<file path="src/rtl/des_pkg.sv">
// des_pkg: shared constants and helpers for the iterative DES engine.
//   - state_t (IDLE/RUN/DONE) and the mode encoding (MODE_ENC = 1, MODE_DEC = 0)
//   - IP, FP, E, P, PC-1 and PC-2 tables (1-based, bit 1 = MSB), eight S-boxes
//   - SHIFT key-schedule rotation amounts per round
//   - permutation / substitution / rotation helper functions
package des_pkg;

    typedef enum logic [1:0] {IDLE = 2'd0, RUN = 2'd1, DONE = 2'd2} state_t;

    localparam logic MODE_ENC = 1'b1;
    localparam logic MODE_DEC = 1'b0;

    localparam int unsigned SHIFT [16] = '{1,1,2,2,2,2,2,2,1,2,2,2,2,2,2,1};

    localparam int unsigned IP_T [64] = '{
        58,50,42,34,26,18,10,2, 60,52,44,36,28,20,12,4, 62,54,46,38,30,22,14,6, 64,56,48,40,32,24,16,8,
        57,49,41,33,25,17, 9,1, 59,51,43,35,27,19,11,3, 61,53,45,37,29,21,13,5, 63,55,47,39,31,23,15,7};
    localparam int unsigned FP_T [64] = '{
        40,8,48,16,56,24,64,32, 39,7,47,15,55,23,63,31, 38,6,46,14,54,22,62,30, 37,5,45,13,53,21,61,29,
        36,4,44,12,52,20,60,28, 35,3,43,11,51,19,59,27, 34,2,42,10,50,18,58,26, 33,1,41, 9,49,17,57,25};
    localparam int unsigned E_T [48] = '{
        32,1,2,3,4,5, 4,5,6,7,8,9, 8,9,10,11,12,13, 12,13,14,15,16,17,
        16,17,18,19,20,21, 20,21,22,23,24,25, 24,25,26,27,28,29, 28,29,30,31,32,1};
    localparam int unsigned P_T [32] = '{
        16,7,20,21,29,12,28,17, 1,15,23,26,5,18,31,10, 2,8,24,14,32,27,3,9, 19,13,30,6,22,11,4,25};
    localparam int unsigned PC1_T [56] = '{
        57,49,41,33,25,17,9,1, 58,50,42,34,26,18,10,2, 59,51,43,35,27,19,11,3, 60,52,44,36,
        63,55,47,39,31,23,15,7, 62,54,46,38,30,22,14,6, 61,53,45,37,29,21,13,5, 28,20,12,4};
    localparam int unsigned PC2_T [48] = '{
        14,17,11,24,1,5, 3,28,15,6,21,10, 23,19,12,4,26,8, 16,7,27,20,13,2,
        41,52,31,37,47,55, 30,40,51,45,33,48, 44,49,39,56,34,53, 46,42,50,36,29,32};

    // Each box indexed by {row, col} = {b5, b0, b4..b1} of its 6-bit input.
    localparam int unsigned SBOX [8][64] = '{
        '{14,4,13,1,2,15,11,8,3,10,6,12,5,9,0,7, 0,15,7,4,14,2,13,1,10,6,12,11,9,5,3,8,
          4,1,14,8,13,6,2,11,15,12,9,7,3,10,5,0, 15,12,8,2,4,9,1,7,5,11,3,14,10,0,6,13},
        '{15,1,8,14,6,11,3,4,9,7,2,13,12,0,5,10, 3,13,4,7,15,2,8,14,12,0,1,10,6,9,11,5,
          0,14,7,11,10,4,13,1,5,8,12,6,9,3,2,15, 13,8,10,1,3,15,4,2,11,6,7,12,0,5,14,9},
        '{10,0,9,14,6,3,15,5,1,13,12,7,11,4,2,8, 13,7,0,9,3,4,6,10,2,8,5,14,12,11,15,1,
          13,6,4,9,8,15,3,0,11,1,2,12,5,10,14,7, 1,10,13,0,6,9,8,7,4,15,14,3,11,5,2,12},
        '{7,13,14,3,0,6,9,10,1,2,8,5,11,12,4,15, 13,8,11,5,6,15,0,3,4,7,2,12,1,10,14,9,
          10,6,9,0,12,11,7,13,15,1,3,14,5,2,8,4, 3,15,0,6,10,1,13,8,9,4,5,11,12,7,2,14},
        '{2,12,4,1,7,10,11,6,8,5,3,15,13,0,14,9, 14,11,2,12,4,7,13,1,5,0,15,10,3,9,8,6,
          4,2,1,11,10,13,7,8,15,9,12,5,6,3,0,14, 11,8,12,7,1,14,2,13,6,15,0,9,10,4,5,3},
        '{12,1,10,15,9,2,6,8,0,13,3,4,14,7,5,11, 10,15,4,2,7,12,9,5,6,1,13,14,0,11,3,8,
          9,14,15,5,2,8,12,3,7,0,4,10,1,13,11,6, 4,3,2,12,9,5,15,10,11,14,1,7,6,0,8,13},
        '{4,11,2,14,15,0,8,13,3,12,9,7,5,10,6,1, 13,0,11,7,4,9,1,10,14,3,5,12,2,15,8,6,
          1,4,11,13,12,3,7,14,10,15,6,8,0,5,9,2, 6,11,13,8,1,4,10,7,9,5,0,15,14,2,3,12},
        '{13,2,8,4,6,15,11,1,10,9,3,14,5,0,12,7, 1,15,13,8,10,3,7,4,12,5,6,11,0,14,9,2,
          7,11,4,1,9,12,14,2,0,6,10,13,15,3,5,8, 2,1,14,7,4,10,8,13,15,12,9,0,3,5,6,11}};

    function automatic logic [63:0] ip_perm(input logic [63:0] x);
        logic [63:0] y;
        y = '0;
        for (int unsigned i = 0; i < 64; i++) y[6'(63 - i)] = x[6'(64 - IP_T[i])];
        return y;
    endfunction

    function automatic logic [63:0] fp_perm(input logic [63:0] x);
        logic [63:0] y;
        y = '0;
        for (int unsigned i = 0; i < 64; i++) y[6'(63 - i)] = x[6'(64 - FP_T[i])];
        return y;
    endfunction

    function automatic logic [55:0] pc1_perm(input logic [63:0] x);
        logic [55:0] y;
        y = '0;
        for (int unsigned i = 0; i < 56; i++) y[6'(55 - i)] = x[6'(64 - PC1_T[i])];
        return y;
    endfunction

    function automatic logic [47:0] pc2_perm(input logic [55:0] x);
        logic [47:0] y;
        y = '0;
        for (int unsigned i = 0; i < 48; i++) y[6'(47 - i)] = x[6'(56 - PC2_T[i])];
        return y;
    endfunction

    function automatic logic [47:0] e_expand(input logic [31:0] x);
        logic [47:0] y;
        y = '0;
        for (int unsigned i = 0; i < 48; i++) y[6'(47 - i)] = x[5'(32 - E_T[i])];
        return y;
    endfunction

    function automatic logic [31:0] p_perm(input logic [31:0] x);
        logic [31:0] y;
        y = '0;
        for (int unsigned i = 0; i < 32; i++) y[5'(31 - i)] = x[5'(32 - P_T[i])];
        return y;
    endfunction

    function automatic logic [31:0] sbox_sub(input logic [47:0] x);
        logic [31:0] y;
        logic [5:0]  six;
        y = '0;
        for (int unsigned s = 0; s < 8; s++) begin
            six = x[6'(42 - 6 * s) +: 6];
            y[5'(28 - 4 * s) +: 4] = 4'(SBOX[s][{six[5], six[0], six[4:1]}]);
        end
        return y;
    endfunction

    // Schedule amounts are only ever 1 or 2.
    function automatic logic [27:0] rotl28(input logic [27:0] x, input logic [1:0] n);
        return (n == 2'd2) ? {x[25:0], x[27:26]} : {x[26:0], x[27]};
    endfunction

    function automatic logic [27:0] rotr28(input logic [27:0] x, input logic [1:0] n);
        return (n == 2'd2) ? {x[1:0], x[27:2]} : {x[0], x[27:1]};
    endfunction

endpackage

</file>
<file path="src/rtl/des_round.sv">
// des_round: one combinational DES Feistel round (E expansion, key mix,
// S-boxes, P permutation).
//   l_i, r_i : current halves      k_i : 48-bit round key
//   l_o, r_o : next halves (l_o = r_i, r_o = l_i ^ f(r_i, k_i))
import des_pkg::*;

module des_round (
    input  logic [31:0] l_i,
    input  logic [31:0] r_i,
    input  logic [47:0] k_i,
    output logic [31:0] l_o,
    output logic [31:0] r_o
);

    logic [47:0] mix;

    always_comb begin
        mix = e_expand(r_i) ^ k_i;
        l_o = r_i;
        r_o = l_i ^ p_perm(sbox_sub(mix));
    end

endmodule

</file>
<file path="src/rtl/des_iter_ctrl.sv">
// des_iter_ctrl: iterative DES sequencer, one Feistel round per clock.
//   clk, rst_n (async, active low)
//   in_valid/in_ready/in_data/in_key/in_mode : request (in_mode 1 = encrypt)
//   out_valid/out_ready/out_data             : result, held until accepted
//   busy                                      : an operation is in flight
//   abort                                     : only with DES_ITER_CTRL_ABORT_EN;
//                                               synchronous cancel from RUN/DONE
import des_pkg::*;

module des_iter_ctrl (
    input  logic        clk,
    input  logic        rst_n,
    input  logic        in_valid,
    output logic        in_ready,
    input  logic [63:0] in_data,
    input  logic [63:0] in_key,
    input  logic        in_mode,
    output logic        out_valid,
    input  logic        out_ready,
    output logic [63:0] out_data,
    output logic        busy
`ifdef DES_ITER_CTRL_ABORT_EN
    ,
    input  logic        abort
`endif
);

    state_t      state_q, state_d;
    logic [3:0]  round_q, round_d;
    logic [31:0] l_q, l_d, r_q, r_d;
    logic [27:0] c_q, c_d, d_q, d_d;
    logic        mode_q, mode_d;
    logic        out_valid_q, out_valid_d;
    logic [63:0] out_data_q, out_data_d;

    logic        abort_req;
    logic [63:0] ip_data;
    logic [55:0] pc1_key;
    logic [27:0] c_rot, d_rot, c_nxt, d_nxt;
    logic [47:0] round_key;
    logic [31:0] l_nxt, r_nxt;
    logic [3:0]  dec_idx;

`ifdef DES_ITER_CTRL_ABORT_EN
    assign abort_req = abort;
`else
    assign abort_req = 1'b0;
`endif

    assign ip_data   = ip_perm(in_data);
    assign pc1_key   = pc1_perm(in_key);
    assign in_ready  = (state_q == IDLE);
    assign busy      = (state_q != IDLE);
    assign out_valid = out_valid_q;
    assign out_data  = out_data_q;

    // Decrypt walks the schedule backwards: round 0 uses the loaded C||D
    // (equal to C16||D16), round r >= 1 first rotates right by SHIFT[16-r].
    // That only totals 27, so the last decrypt round adds the SHIFT[0]
    // rotation to leave C||D back at its loaded value.
    always_comb begin
        dec_idx = 4'd0 - round_q;  // 16 - r modulo 16
        if (mode_q == MODE_DEC) begin
            if (round_q == 4'd0) begin
                c_rot = c_q;
                d_rot = d_q;
            end else begin
                c_rot = rotr28(c_q, 2'(SHIFT[dec_idx]));
                d_rot = rotr28(d_q, 2'(SHIFT[dec_idx]));
            end
            if (round_q == 4'd15) begin
                c_nxt = rotr28(c_rot, 2'(SHIFT[0]));
                d_nxt = rotr28(d_rot, 2'(SHIFT[0]));
            end else begin
                c_nxt = c_rot;
                d_nxt = d_rot;
            end
        end else begin
            c_rot = rotl28(c_q, 2'(SHIFT[round_q]));
            d_rot = rotl28(d_q, 2'(SHIFT[round_q]));
            c_nxt = c_rot;
            d_nxt = d_rot;
        end
        round_key = pc2_perm({c_rot, d_rot});
    end

    des_round u_round (
        .l_i (l_q),
        .r_i (r_q),
        .k_i (round_key),
        .l_o (l_nxt),
        .r_o (r_nxt)
    );

    always_comb begin
        state_d     = state_q;
        round_d     = round_q;
        l_d         = l_q;
        r_d         = r_q;
        c_d         = c_q;
        d_d         = d_q;
        mode_d      = mode_q;
        out_valid_d = out_valid_q;
        out_data_d  = out_data_q;
        unique case (state_q)
            IDLE: begin
                if (in_valid && !abort_req) begin
                    l_d     = ip_data[63:32];
                    r_d     = ip_data[31:0];
                    c_d     = pc1_key[55:28];
                    d_d     = pc1_key[27:0];
                    mode_d  = in_mode;
                    round_d = '0;
                    state_d = RUN;
                end
            end
            RUN: begin
                if (abort_req) begin
                    round_d     = '0;
                    out_valid_d = 1'b0;
                    state_d     = IDLE;
                end else begin
                    l_d     = l_nxt;
                    r_d     = r_nxt;
                    c_d     = c_nxt;
                    d_d     = d_nxt;
                    round_d = round_q + 4'd1;
                    if (round_q == 4'd15) begin
                        out_data_d  = fp_perm({r_nxt, l_nxt});
                        out_valid_d = 1'b1;
                        state_d     = DONE;
                    end
                end
            end
            DONE: begin
                if (abort_req || out_ready) begin
                    out_valid_d = 1'b0;
                    state_d     = IDLE;
                end
            end
            default: state_d = IDLE;
        endcase
    end

    always_ff @(posedge clk or negedge rst_n) begin
        if (!rst_n) begin
            state_q     <= IDLE;
            round_q     <= '0;
            l_q         <= '0;
            r_q         <= '0;
            c_q         <= '0;
            d_q         <= '0;
            mode_q      <= 1'b0;
            out_valid_q <= 1'b0;
            out_data_q  <= '0;
        end else begin
            state_q     <= state_d;
            round_q     <= round_d;
            l_q         <= l_d;
            r_q         <= r_d;
            c_q         <= c_d;
            d_q         <= d_d;
            mode_q      <= mode_d;
            out_valid_q <= out_valid_d;
            out_data_q  <= out_data_d;
        end
    end

`ifndef SYNTHESIS
    logic [55:0] cd_load_q;

    always_ff @(posedge clk or negedge rst_n) begin
        if (!rst_n) begin
            cd_load_q <= '0;
        end else if (in_ready && in_valid && !abort_req) begin
            cd_load_q <= pc1_key;
        end
    end

    always_ff @(posedge clk) begin
        if (rst_n && state_q == DONE) begin
            assert ({c_q, d_q} == cd_load_q)
            else $error("des_iter_ctrl: C||D not back at loaded value in DONE");
        end
    end
`endif

endmodule

</file>
<file path="config.mk">
export PLATFORM = sky130hd
export DESIGN_NAME = des_iter_ctrl
export DESIGN_NICKNAME = d
export VERILOG_FILES = /design/src/rtl/des_pkg.sv /design/src/rtl/des_round.sv /design/src/rtl/des_iter_ctrl.sv
export SDC_FILE = /design/constraint.sdc
export NUM_CORES = 1
export LEC_CHECK = 0
export BUFFER_PORTS_ARGS = -buffer_cell sky130_fd_sc_hd__buf_2
export CAP_MARGIN = 15
export CELL_PAD_IN_SITES_DETAIL_PLACEMENT = 1
export CELL_PAD_IN_SITES_GLOBAL_PLACEMENT = 1
export CORE_MARGIN = 2
export CORE_UTILIZATION = 23
export CTS_BUF_LIST = sky130_fd_sc_hd__clkbuf_4
export DETAILED_ROUTE_END_ITERATION = 8
export PLACE_DENSITY = 0.55
export SLEW_MARGIN = 5
export SYNTH_ARGS = -nofsm -noshare
export SYNTH_HDL_FRONTEND = slang
export SYNTH_HIERARCHICAL = 1
export SYNTH_SLANG_ARGS = --single-unit
</file>
<file path="constraint.sdc">
create_clock -name clk -period 4.9 [get_ports clk]
set_clock_uncertainty 0.2 [all_clocks]
set_input_delay 0.245 -clock clk [delete_from_list [all_inputs] [get_ports clk]]
set_output_delay 0.245 -clock clk [all_outputs]
set_load 0.05 [all_outputs]
</file>
==> reports/qor.txt <==
Area leader, netlist: dfrtp_1
Seq cells post-synth: 192
Slew Limit Fails: 0
Worst-path clk slew: 190 ps
Die ar.: 0.0765 mm^2
Reg2reg start: round_q[0]
Pin count of the biggest net entering global routing: 92
CTS tree: built
Mapped Cells: 1914
Final std cells w/o fill: 3347
Clock sink total: 192
# setup viols final: 0
Main synth FF type: dfrtp_1
Cts bufs inserted: 17
P&R area growth vs syn: 33.8%
Worst Tran Pin Value: 1070 ps
Delay-heaviest family, CP: multiplexers
Worst Setup SP: round_q[0]
Critical path buffers and inverters: 5
WS Path Type: reg -> reg
Number of global-route vias before repair: 18525
DRC Markers: 0
Longest Clk Path Bufs: 2
Final Hold Viols: 0
Most common library cells after synthesis: dfrtp_1 (192), a21oi_1 (145), o22ai_1 (142), nor2_1 (128), nand2_1 (125)
CP max stage cell: mux4_2
Die Ht: 277 um
DR vias/cell: 5.26
Antenna-violating nets left: 0
Overflow after GRT: 0
Critical path data required time: 5370 ps
Synthesized area: 0.0171 mm^2
CP Depth: 18
Max Cap Viol: 0
Skew-Pair Late Insertion Delay: 790 ps
Die width: 277 um
Crit path max fanout: 12
Core area: 0.0733 mm^2
Critical path arrival: 5210 ps
Critical-path cell list: inv_1 -> ha_2 -> and2b_1 -> o21ai_2 -> o311ai_4 -> buf_4 -> clkbuf_16 -> mux2i_4 -> a21o_1 -> nand2_1 -> xor2_2 -> buf_4 -> ha_1 -> inv_1 -> mux4_2 -> mux4_2 -> xnor2_2 -> mux2_1
Critical path's largest stage delay: 590 ps
Total global-route track usage: 19.5%
Share of the synthesized area in the top cell type: 28.1%
Yosys warnings: 6
Status: complete, no violations
Initial core utilization: 23.3%
# IOs: 200
Initial antenna violation count: 4
Syn Nets: 2111
Sequential area share after synthesis: 28.1%
Post-synth EDFFs: 0
# port buffers: 191
Worst setup EP type: register
Hold Crit Class: in -> reg
WHS Path Cells: 4
Final worst-path cycle share: 96.8%
Share of cells above drive strength 1: 24.8%
Post-DP HPWL: 53.6 mm
Yosys cell types: 73
Crit path time final: 4740 ps
Placed cell count: 3113
Critical Path Start Type: register
Achievable clock frequency: 211 MHz
Reg2reg path depth: 18
Post-layout net count: 2568
Most numerous cell in the Yosys netlist: dfrtp_1
Hold Startpoint: in_data[2]
DRC marker count from the first detailed-route iteration: 1094
Root Driver: clkbuf_4
Num rows: 99
Top cells by area, synth: dfrtp_1 (28%), mux2i_1 (6.1%), mux2_1 (5.9%)
Gpl congestion: 0.863
Avg Inst Size Synth: 8.93 um^2
Ys async rst share: 100%
Drt pass-1 iters: 5
First-pass GRT wire length: 117 mm
Drt total wl: 75.5 mm
Rel. slew slack: 28.7%
H-tree Lvls: 4
Wirelength per Cell: 22.6 um
Vias: 17595
[final cells by class]
type / count / area (um^2)
Timing Repair Buffer: 624 / 4870
Clock buffer: 17 / 128
Tap cell: 959 / 1200
Fill cell: 8607 / 50500
Sequential cell: 192 / 4800
Clock inverter: 15 / 243
Inverter: 42 / 158
Antenna cell: 4 / 10.0
Multi-Input combinational cell: 1494 / 11500
[cells in the final DEF, fill, tap and decap left out, drive strengths merged, types with 64 or more instances in the layout]
cell / instances
o21ai: 120
dlygate4sd3: 190
xnor2: 71
nor2: 129
buf: 432
a21oi: 145
dfrtp: 192
nand2: 126
mux2i: 104
ha: 64
mux2: 109
o22ai: 142
[worst reg2reg max path: cells and delay by family, from the launching register on]
kind	cells	cell delay, ps
buffers and inverters	5	690
AOI/OAI and AO/OA	3	550
DFF	1	430
adders and majority gates	2	490
xor gates and xnor gates	2	380
muxes	4	1530
and+or+nand+nor	2	360
[metal layers]
| layer | wire, um | global-route usage, % | share of wire (%) |
|---|---|---|---|
| met1 | 33900 | 25.2 | 45 |
| met2 | 36300 | 32.8 | 48 |
| met3 | 2440 | 2.43 | 3.2 |
| met4 | 2850 | 7.98 | 3.8 |
| met5 | 0 | 0 | 0 |
[state kept, by name (all words and copies together), names as in the netlist]
name       flops
c_q           28
d_q           28
l_q           32
mode_q         1
out_data      64
out_valid      1
r_q           32
round_q        4
state_q        2
[through the flow]
step	cell area (um^2)	util (%)	worst slack (ps)	TNS, ps	hold WS [ps]
final	22900	31.2	156	0	126
after floorplan	17100	-	154	0	-251
after detailed placement	20300	27.6	-45.1	-67.8	120
after global placement	20300	27.6	3.47	0	115
after global routing	22900	31.2	-10.2	-10.5	81.3
after CTS	22600	30.8	22.9	0	1.16
[timing repair]
action	in CTS	in global routing
cloned	0	1
buffers inserted	0	6
endpoints found under the hold margin	315	0
hold buffers	191	0
pin swaps	0	7
resized for setup	2	41
setup endpoints to repair	3	59
[worst paths after layout]
check	endpoint	slack, ps
setup / recovery	out_data[40]	160
hold / removal	l_q[15]	130
setup reg to reg	out_data[40]	160
hold reg to reg	out_data[20]	310
max in group asynchronous	r_q[29]	3520
min in group asynchronous	c_q[27]	400
[cells by family (layout without fill, tap and decap cells)]
logic type	count (synthesis)	in the layout	synth area share, %
mux	240	240	16.9
fa+ha+maj	64	64	4.68
flops	192	192	28.1
other cells	0	4	0
simple gates	387	387	9.91
compound gates	675	675	26.3
buf+inv	228	698	6.61
xor+xnor	128	128	7.55
Power is left out: the tool's default activity adds up to more than one toggle a clock period on the data nets, which glitch-free logic cannot reach.
